**config.mk**
```make
export PLATFORM = sky130hd
export DESIGN_NAME = byte_stripe_sched
export DESIGN_NICKNAME = d
export VERILOG_FILES = /design/src/rtl/byte_stripe_sched.sv
export SDC_FILE = /design/constraint.sdc
export NUM_CORES = 1
export LEC_CHECK = 0
export CAP_MARGIN = 20
export CELL_PAD_IN_SITES_DETAIL_PLACEMENT = 1
export CELL_PAD_IN_SITES_GLOBAL_PLACEMENT = 2
export CORE_MARGIN = 5
export CORE_UTILIZATION = 46
export CTS_BUF_LIST = sky130_fd_sc_hd__clkbuf_2
export DETAILED_ROUTE_END_ITERATION = 10
export PLACE_DENSITY_LB_ADDON = 0.1
export SLEW_MARGIN = 0
export SYNTH_ARGS = -nofsm -noshare
export SYNTH_HDL_FRONTEND = slang
export SYNTH_SLANG_ARGS = --single-unit
```
**constraint.sdc**
```tcl
create_clock -name clk_2f -period 2.8 [get_ports clk_2f]
set_input_delay 0.28 -clock clk_2f [delete_from_list [all_inputs] [get_ports clk_2f]]
set_output_delay 0.28 -clock clk_2f [all_outputs]
set_load 0.1 [all_outputs]
```
**src/rtl/byte_stripe_sched.sv**
```systemverilog
// -----------------------------------------------------------------------------
// byte_stripe_sched
//
// Two-lane striping scheduler. Words accepted from a ready/valid source are
// distributed strictly round-robin onto lane 0 and lane 1. Each lane owns a
// small first-word-fall-through FIFO with its own downstream handshake, so
// the two consumers drain independently.
//
// A full target lane stalls the input rather than letting the scheduler skip
// to the other lane. Strict alternation is what lets the unstriper rebuild
// the original word order, so it must never be broken.
//
// Parameters
//   DATA_WIDTH  width of data words and of each lane
//   DEPTH       entries per lane FIFO (power of two, >= 2)
//
// Ports
//   clk_2f      clock; all state updates on the rising edge
//   reset       asynchronous, active-high reset; discards all buffered words
//   valid_in    source word valid
//   data_in     source word
//   in_ready    block can accept data_in this cycle
//   realign     force the next accepted word onto lane 0
//   lane0/1     head of lane FIFO (all-zero when the lane is empty)
//   valid_0/1   lane holds a valid word
//   ready_0/1   lane consumer accepts the head word
//   selector    lane that receives the next accepted word
//   occ_0/1     lane FIFO occupancy, 0..DEPTH
// -----------------------------------------------------------------------------
module byte_stripe_sched #(
  parameter int DATA_WIDTH = 32,
  parameter int DEPTH      = 4
) (
  input  logic                    clk_2f,
  input  logic                    reset,
  input  logic                    valid_in,
  input  logic [DATA_WIDTH-1:0]   data_in,
  output logic                    in_ready,
  input  logic                    realign,
  output logic [DATA_WIDTH-1:0]   lane0,
  output logic                    valid_0,
  input  logic                    ready_0,
  output logic [DATA_WIDTH-1:0]   lane1,
  output logic                    valid_1,
  input  logic                    ready_1,
  output logic                    selector,
  output logic [$clog2(DEPTH):0]  occ_0,
  output logic [$clog2(DEPTH):0]  occ_1
);

  localparam int AW = $clog2(DEPTH);
  localparam int OW = AW + 1;
  localparam logic [OW-1:0] FULL_COUNT = OW'(DEPTH);

  logic                  accept;
  logic [1:0]            push;
  logic [1:0]            pop;
  logic [1:0]            full;
  logic [1:0]            vld;
  logic [1:0]            rdy;
  logic [DATA_WIDTH-1:0] head [2];
  logic [OW-1:0]         occ  [2];

  assign rdy = {ready_1, ready_0};

  // in_ready depends only on registered occupancy and reset: a pop in the
  // same cycle does not free the slot early, which keeps ready_k off the
  // input handshake path.
  assign in_ready = !reset && !full[selector];
  assign accept   = valid_in && in_ready;
  assign push     = {accept && selector, accept && !selector};

  // ---------------------------------------------------------------------------
  // Lane selector. realign wins over the toggle; a word accepted on the same
  // edge still uses the pre-edge selector because push is decoded from the
  // current register value.
  // ---------------------------------------------------------------------------
  // NOTE: sequential state uses non-blocking assignments so every register
  // samples pre-edge values, regardless of the order the blocks are evaluated.
  always_ff @(posedge clk_2f or posedge reset) begin
    if (reset) begin
      selector <= 1'b0;
    end else if (realign) begin
      selector <= 1'b0;
    end else if (accept) begin
      selector <= ~selector;
    end
  end

  // ---------------------------------------------------------------------------
  // Per-lane FWFT FIFO. Pointers wrap naturally because DEPTH is a power of
  // two; occupancy is kept in a separate counter so full and empty are never
  // ambiguous.
  // ---------------------------------------------------------------------------
  for (genvar k = 0; k < 2; k++) begin : g_lane
    logic [DATA_WIDTH-1:0] mem [DEPTH];
    logic [AW-1:0]         wr_ptr;
    logic [AW-1:0]         rd_ptr;
    logic [OW-1:0]         count;
    logic [OW-1:0]         count_next;

    assign full[k] = (count == FULL_COUNT);
    assign vld[k]  = (count != '0);
    assign pop[k]  = vld[k] && rdy[k];

    // NOTE: the storage array has no reset; resetting the counter and
    // pointers is enough to discard its contents, and the head output is
    // gated to zero whenever the lane is empty.
    always_ff @(posedge clk_2f) begin
      if (push[k]) begin
        mem[wr_ptr] <= data_in;
      end
    end

    // NOTE: count_next gets its default before the case so no path through
    // this block leaves it unassigned (which would infer a latch).
    always_comb begin
      count_next = count;
      case ({push[k], pop[k]})
        2'b10:   count_next = count + 1'b1;
        2'b01:   count_next = count - 1'b1;
        default: count_next = count;
      endcase
    end

    always_ff @(posedge clk_2f or posedge reset) begin
      if (reset) begin
        wr_ptr <= '0;
        rd_ptr <= '0;
        count  <= '0;
      end else begin
        if (push[k]) wr_ptr <= wr_ptr + 1'b1;
        if (pop[k])  rd_ptr <= rd_ptr + 1'b1;
        count <= count_next;
      end
    end

    assign head[k] = vld[k] ? mem[rd_ptr] : '0;
    assign occ[k]  = count;
  end

  assign lane0   = head[0];
  assign lane1   = head[1];
  assign valid_0 = vld[0];
  assign valid_1 = vld[1];
  assign occ_0   = occ[0];
  assign occ_1   = occ[1];

endmodule
```
==> metrics, run 1 <==
post-route ant nets 0; Total Wirelength 23.0 mm; met1 Track Usage GR between 20% and 30%; Die Y 162 um; HPWL after DPL around 13 mm; top post-synthesis cells by area edfxtp_1 (72%), mux4_2 (12%), and2_1 (4.3%); CP Launch Type register; crit path cell chain buf_12 > clkbuf_16 > mux4_2 > and2_4 > buf_12; CP peak stage delay approximately 0.49 ns; RSZ-0062 raised after global routing true; DIE WIDTH 162 um; status completed; most common cell after layout, fill and taps aside edfxtp_1; P&R area growth vs syn 28.6%; layer with the highest usage met2; share of the synthesized area in the top cell type between 70 and 80%; Bufs on Longest Clock Path 3; largest net degree at the start of global routing 35; num rows 55; iteration-0 DRC count of the detailed router about 390; Syn Std Cell Area roughly 0.011 sq mm; critical path class reg -> out; Hold Fails Final Rpt 0; Final setup viols 0; final worst slack between 0.1 and 0.15 ns; CTS tree done; endpoint class of the critical path output pin; Hold Path Sink g_lane[0].rd_ptr[1]; core area approximately 0.023 sq mm; Max-cap violations 0; sequential area share after synthesis approximately three quarters; GRT Residual Overflow 0; post-synthesis cell count a little under 500; fin nets between 700 and 800; WHS Path Cells 3; Ys Warns 0; Slowest cell on crit path mux4_2; syn_area_per_cell around 22 sq um; Hold WC Path Type in -> reg; slew margin rel. a little under three fifths; worst path arrival time 2.38 ns; Die ar. roughly 0.026 sq mm; largest area contributor in the netlist edfxtp_1; Worst Reg-to-Reg Cells 9; initial antenna violation count 2; FF-to-FF setup slack about 0.54 ns; # DRC 0; Hold Startpoint ready_0; vias in the first global route just over 6000; unique cell type count in the Yosys netlist 28; register bit count reported by yosys 271; CTS sink cnt 271; first-pass GRT wire length around 35 mm; commonest non-fill, non-tap cells in the layout edfxtp_1 (256), clkbuf_2 (102), buf_12 (80); per-cell routed wire length roughly 23 um; fin. max-slew vios 0; IO buf count about 110; Initial Util between 40% and 50%; total number of vias 5316; Fin Clk Skew about 0.062 ns; Root Buffer clkbuf_2; Clock Latency Late Sink just under 0.8 ns; fin util 60.4%; Least-Margin Pin Slew 0.638 ns; min cycle time layout between 2 and 3 ns; final instance area around 0.014 sq mm; Tcrit/Tclk final 95.1%; CTS Buf Count 71; vias per cell between 5 and 6; first drt pass iteration count 4; CP required roughly 2.5 ns; Placement Cell Area roughly 0.013 sq mm; met2 Track Usage GR between 20% and 30%; minimum hold slack about 0.17 ns; Reg-to-Reg End occ_1[2]; GR Layer Usage met3 under 10%; IO Count between 100 and 150; Syn Nets 539; critical-path maximum fanout 5; GP Congestion roughly 0.75; H-tree lvl count 3; Worst-path clk slew around 0.1 ns; layout cells sized above 1 around 45%; pre-CTS setup slack roughly 0.36 ns; worst r2r src occ_1[0]; fill count between 1500 and 2000; fmax ~380 MHz; total track usage ~18%; Worst path most repeated cell buf_12
[per-layer routing]
layer  share of wire, %  routed length (um)  vias to the layer above
met3                6.3                1440                       40
li1                   -                   -                     2347
met4                1.9                 430                        2
met2                 51               11700                      183
met5              0.048                  11                        -
met1                 41                9370                     2744
[synthesized netlist by cell type (all sizes together)]
cell type,count
mux2,2
xnor2,6
a21oi,1
inv,13
nor3,1
o21ai,1
ha,10
nor3b,3
clkbuf,10
mux2i,2
nand2b,1
nor2b,1
fa,2
buf,14
dfrtp,15
and2,74
or3,2
a211oi,1
mux4,64
xor2,6
nand3,2
nor2,2
edfxtp,256
[metrics by stage]
stage,cells,setup TNS (ns)
4_1_cts,1001,-0.00844
2_1_floorplan,489,-0.456
5_1_grt,1005,-0.0677
3_3_place_gp,880,0
6_report,1005,0
3_5_place_dp,880,0
[cells by family after synthesis]
group | count (synthesis) | share of synthesized area (%)
AOI/OAI and AO/OA | 3 | 0.164
DFF | 271 | 75.6
xor gates and xnor gates | 12 | 0.985
muxes | 68 | 14.2
adders and majority gates | 12 | 1.55
and+or+nand+nor | 86 | 5.09
buffers and inverters | 37 | 2.43
[state kept, by name (all words and copies together), names as in the netlist]
register / count
selector: 1
occ_0: 3
g_lane.mem: 256
occ_1: 3
g_lane.rd_ptr: 4
g_lane.wr_ptr: 4
[worst max path at each step]
stage	startpoint	end	slack, ns	depth (start not counted)
floorplan	occ_0[0]	in_ready	-0.11	3
global placement	reset	occ_0[2]	0.45	11
detailed placement	reset	occ_0[2]	0.36	11
CTS	g_lane[1].rd_ptr[0]	lane1[25]	-0.008	4
global route	g_lane[1].rd_ptr[0]	lane1[20]	-0.01	5
finish	g_lane[1].rd_ptr[0]	lane1[9]	0.14	5
[layout make-up]
class / instances / area, sq um / area share, %
timing repair buffer: 138 / 2170 / 15.8
clock inverter: 14 / 115 / 0.839
antenna: 1 / 2.50 / 0.0182
multi-input combinational: 181 / 2430 / 17.7
tap: 285 / 357 / 2.60
clock buffer: 102 / 510 / 3.72
sequential: 271 / 8070 / 58.9
inverter: 13 / 48.8 / 0.356
[critical path: cells and delay by family (launching register included)]
| family | cells | cell delay (ns) |
|---|---|---|
| and+or+nand+nor | 1 | 0.18 |
| muxes | 1 | 0.49 |
| DFF | 1 | 0.46 |
| buffers and inverters | 3 | 0.46 |
[what timing repair did]
item                       in CTS  in global routing
hold buffers                    2                  0
hold endpoints to repair       16                  0
pin swaps                       0                  0
setup endpoints to repair      64                 55
cloned                          1                  2
buffers inserted                2                  2
gates resized for setup        16                 33
Power of run 1 is not shown: default switching activity piles up to over one toggle a cycle in this logic, so the estimate is an artifact.
==> run 2, diff against run 1 <==
--- a/config.mk
+++ b/config.mk
@@ -8,7 +8,7 @@
 export CAP_MARGIN = 20
 export CELL_PAD_IN_SITES_DETAIL_PLACEMENT = 1
 export CELL_PAD_IN_SITES_GLOBAL_PLACEMENT = 2
-export CORE_MARGIN = 5
+export CORE_MARGIN = 1
 export CORE_UTILIZATION = 46
 export CTS_BUF_LIST = sky130_fd_sc_hd__clkbuf_2
 export DETAILED_ROUTE_END_ITERATION = 10
==> constraint.sdc (replaced) <==
create_clock -name clk_2f -period 2.8 [get_ports clk_2f]
set_input_delay 0.56 -clock clk_2f [delete_from_list [all_inputs] [get_ports clk_2f]]
set_output_delay 0.56 -clock clk_2f [all_outputs]
set_load 0.1 [all_outputs]
==> run 2 against run 1 <==
Worst setup slack worse by 0.36 ns. Largest cell class unchanged. Utilization up 1.5 points. Clock-buffer cell count up 1. Maximum frequency down 12%. Clock skew up 0.014 ns. Sequential share of layout area down 1.3 points. The flow now finishes with violations (setup timing).
==> metrics, run 2 (synthesis gave the netlist of run 1 again) <==
Worst path most repeated cell buf_12; fill count between 1500 and 2000; first-pass GRT wire length around 37 mm; final worst slack -0.223 ns; Die Y ~150 um; CTS Buf Count 67; DIE WIDTH roughly 150 um; Initial Util between 40% and 50%; post-route ant nets 0; # DRC 0; Clock Latency Late Sink 0.82 ns; delay-heaviest family, CP flip-flops; IO Count 112; CTS tree done; Root Buffer clkbuf_2; fin util approximately three fifths; CP required roughly 2.2 ns; critical path class reg -> out; vias per cell 5.31; GRT Residual Overflow 0; Hold WC Path Type in -> async; fmax between 300 and 400 MHz; CP Launch Type register; max reg flops about 260; vias in the first global route between 6000 and 7000; layout cells sized above 1 between 50% and 60%; Tcrit/Tclk final 108%; iteration-0 DRC count of the detailed router 289; fin nets around 740; RSZ-0062 raised after global routing true; CTS sink cnt between 200 and 300; num rows 55; per-cell routed wire length 23.5 um; GP Congestion 0.714; Max-cap violations 0; CP peak stage delay ~0.55 ns; Worst Path Buf+Inv 3; most common cell after layout, fill and taps aside edfxtp_1; worst path arrival time around 2.5 ns; core area 0.0227 sq mm; commonest non-fill, non-tap cells in the layout edfxtp_1 (256), clkbuf_2 (103), buf_12 (86); P&R area growth vs syn 31.7%; final instance area between 0.01 and 0.015 sq mm; Fin Clk Skew 0.0762 ns; Top Registers g_lane.mem (256), g_lane.rd_ptr (4), g_lane.wr_ptr (4); FF-to-FF setup slack ~0.46 ns; Final setup viols 63; placed insts 888; crit path cell chain buf_12 > buf_12 > mux4_2 > and2_4 > buf_12; register area between 0.008 and 0.009 sq mm; Placement Cell Area between 0.01 and 0.015 sq mm; Slowest cell on crit path dfrtp_4; largest net degree at the start of global routing 33; Die ar. 0.0238 sq mm; Multi-input gate area 0.00250 sq mm; endpoint class of the critical path output pin; Total Wirelength approximately 24 mm; first drt pass iteration count 5; failing checks setup timing; initial antenna violation count 1; H-tree lvl count 3; Least-Margin Pin Slew approximately 0.6 ns; total track usage between 20% and 30%; register bank with the most flops g_lane.mem; slew margin rel. about three fifths; critical-path maximum fanout 8; Hold Fails Final Rpt 0; fin. max-slew vios 0; Bufs on Longest Clock Path 3; min cycle time layout between 3 and 4 ns; total number of vias around 5500; status complete, but fails checks; final non-filler cell total 1031; HPWL after DPL about 14 mm; CTS Hold Bufs 0; Worst-path clk slew 0.11 ns; IO buf count about 110
[run 2: cell count changes in the layout (fill, tap and decap cells not counted), moves of 5 or more]
| cell | previous run | this run |
|---|---|---|
| and2_4 | 28 | 62 |
| mux4_2 | 58 | 64 |
| dfrtp_1 | 10 | 5 |
| buf_4 | 13 | 28 |
| buf_12 | 80 | 86 |
| and2_2 | 16 | 10 |
| dfrtp_2 | 3 | 8 |
| clkinv_1 | 6 | 14 |
| and2_1 | 30 | 2 |
| mux4_1 | 6 | 0 |
[run 2: area by class of cell]
type	instances	area share [%]
Tap cell	285	2.54
Multi-Input combinational cell	181	17.8
Timing Repair Buffer	157	17.1
Antenna cell	1	0.0178
Inverter	13	0.347
Sequential cell	271	57.5
Clock buffer	103	3.67
Clock inverter	20	0.944
[run 2: path summary, 6_finish.rpt]
kind | startpoint | endpoint | cells after the start
worst max-delay path | g_lane[0].rd_ptr[0] | lane0[13] | 5
worst min-delay path | reset | selector | 2
worst max register to register | occ_1[0] | occ_1[2] | 9
worst min register to register | occ_0[2] | occ_0[2] | 1
max in group asynchronous | reset | occ_1[0] | 2
min in group clk_2f | realign | selector | 2
[run 2: timing repair]
item,in CTS,in global routing
setup endpoints to repair,66,64
endpoints found under the hold margin,0,0
gates resized for setup,87,2
buffers inserted,16,2
pin swaps,27,3
cloned,4,0
[run 2: stage by stage]
stage          hold WS, ns  setup TNS, ns  setup WS [ns]
4_1_cts              0.184         -12.77         -0.309
2_1_floorplan        0.461              0         0.0535
3_3_place_gp         0.473              0          0.265
5_1_grt              0.233         -14.50         -0.339
6_report             0.226          -7.93         -0.223
3_5_place_dp         0.493              0          0.161
[run 2: layer usage]
layer	share of wire [%]	vias to the layer above	GRT usage, %	routed length (um)
li1	-	2392	-	-
met1	42	2897	27.9	10300
met2	52	164	36.4	12500
met3	4.6	22	4.43	1120
met4	1.4	0	7.78	329
met5	0	-	0	0
Power of run 2 is left out for the same reason.
==> run 3, diff against run 2 <==
==> constraint.sdc (replaced) <==
create_clock -name clk_2f -period 3.4 [get_ports clk_2f]
set_input_delay 0.68 -clock clk_2f [delete_from_list [all_inputs] [get_ports clk_2f]]
set_output_delay 0.68 -clock clk_2f [all_outputs]
set_load 0.1 [all_outputs]
==> run 3 against run 2 <==
The run now ends clean. Clock-buffer cell count shrank 6. Via count down 2.4%. Design area down 6.9%. First-iteration DRC count rose by 9.7%. Utilization fell by 4.3 points. Wire length decreased by 7.8%. Flip-flop and latch count unchanged. Worst setup slack better by 0.42 ns. Largest cell class unchanged. Hold slack better by 0.10 ns. Critical endpoint is now lane1[31].
==> metrics, run 3 (synthesis gave the netlist of run 1 again) <==
core area around 0.023 sq mm; GRT Residual Overflow 0; iteration-0 DRC count of the detailed router between 300 and 400; FF-to-FF setup slack 1.08 ns; worst path arrival time approximately 2.5 ns; Root Buffer clkbuf_2; max reg flops between 200 and 300; crit path cell chain buf_4 > mux4_1 > and2_1 > buf_12; Clock Latency Late Sink 0.81 ns; CTS sink cnt approximately 270; min cycle time layout ~3.2 ns; Worst-path clk slew around 0.12 ns; Die ar. ~0.024 sq mm; vias in the first global route 6021; pre-CTS setup slack roughly 0.44 ns; CTS tree done; most common cell after layout, fill and taps aside edfxtp_1; placed insts about 880; Hold WC Path Type in -> async; slew margin rel. 55.3%; endpoint class of the critical path output pin; Worst Reg-to-Reg Cells 8; commonest non-fill, non-tap cells in the layout edfxtp_1 (256), clkbuf_2 (97), mux4_2 (56); first-pass GRT wire length ~34 mm; minimum hold slack ~0.33 ns; critical-path maximum fanout 18; post-route ant nets 0; Max-cap violations 0; CP Launch Type register; H-tree lvl count 3; Reg-to-Reg End occ_0[2]; Total Wirelength about 22 mm; Worst Path Buf+Inv 2; largest net degree at the start of global routing 36; Least-Margin Pin Slew between 0.6 and 0.7 ns; CP peak stage delay roughly 0.64 ns; Final setup viols 0; vias per cell between 5 and 6; HPWL after DPL ~14 mm; total number of vias ~5300; Top Registers g_lane.mem (256), g_lane.rd_ptr (4), g_lane.wr_ptr (4); total track usage 19.8%; critical path class reg -> out; first drt pass iteration count 4; initial antenna violation count 1; IO buf count approximately 110; setup TNS 0 ns; layout cells sized above 1 slightly above 40%; Slowest cell on crit path mux4_1; per-cell routed wire length between 20 and 25 um; IO Count approximately 110; GP Congestion 0.700; Hold Fails Final Rpt 0; register bank with the most flops g_lane.mem; worst r2r src occ_0[0]; DIE WIDTH 154 um; fmax 312 MHz; Die Y roughly 150 um; P&R area growth vs syn 22.6%; CP required about 2.7 ns; status completed; delay-heaviest family, CP multiplexers; CTS Buf Count 70; # DRC 0; Initial Util between 40 and 50%; num rows 55; RSZ-0062 raised after global routing false; Tcrit/Tclk final a little over nine tenths; final non-filler cell total 1001; fin. max-slew vios 0; final worst slack just under 0.2 ns; fin nets roughly 700; Bufs on Longest Clock Path 3; Fin Clk Skew ~0.065 ns
## run 3: changes by cell type in the layout (fill, tap and decap cells not counted), sizes merged
cell	change
buf	-26
clkbuf	-6
clkinv	+3
clkinvlp	-1
## run 3: worst max-delay path by stage
stage                        start                    to  slack, ns  cells after the start
2_1_floorplan             occ_0[0]              in_ready       0.09                      3
3_3_place_gp                 reset  g_lane[0].mem[2][11]       0.53                      5
3_5_place_dp                 reset   g_lane[0].mem[2][1]       0.44                      5
4_1_cts        g_lane[1].rd_ptr[0]              lane1[0]       0.06                      4
5_1_grt        g_lane[1].rd_ptr[0]              lane1[0]       0.03                      4
6_report       g_lane[1].rd_ptr[0]             lane1[31]       0.20                      4
## run 3: area by class of cell
type / instances / area [sq um]
Inverter: 13 / 48.8
Timing Repair Buffer: 131 / 1580
Clock inverter: 22 / 139
Tap cell: 285 / 357
Antenna cell: 1 / 2.50
Multi-Input combinational cell: 181 / 2390
Clock buffer: 97 / 485
Sequential cell: 271 / 8080
Fill cell: 2021 / 9630
## run 3: repair_timing
action                     4_1_cts  5_1_grt
setup endpoints to repair       51        0
buffers inserted                 2        0
hold buffers                     0        0
gates resized for setup          6        0
## run 3: per-stage QoR
step,area (sq um),utilization [%]
after floorplan,10700,-
after global placement,12400,54.7
after detailed placement,12400,54.7
after CTS,13100,57.6
after global routing,13100,57.6
final,13100,57.6
## run 3: routing by layer
metal,track usage [%],wire [um],up-vias
met1,25.3,9540,2806
met5,0,0,-
li1,-,-,2344
met4,8.35,433,0
met3,4.29,982,40
met2,32.9,11400,155
Power of run 3 is left out for the same reason.
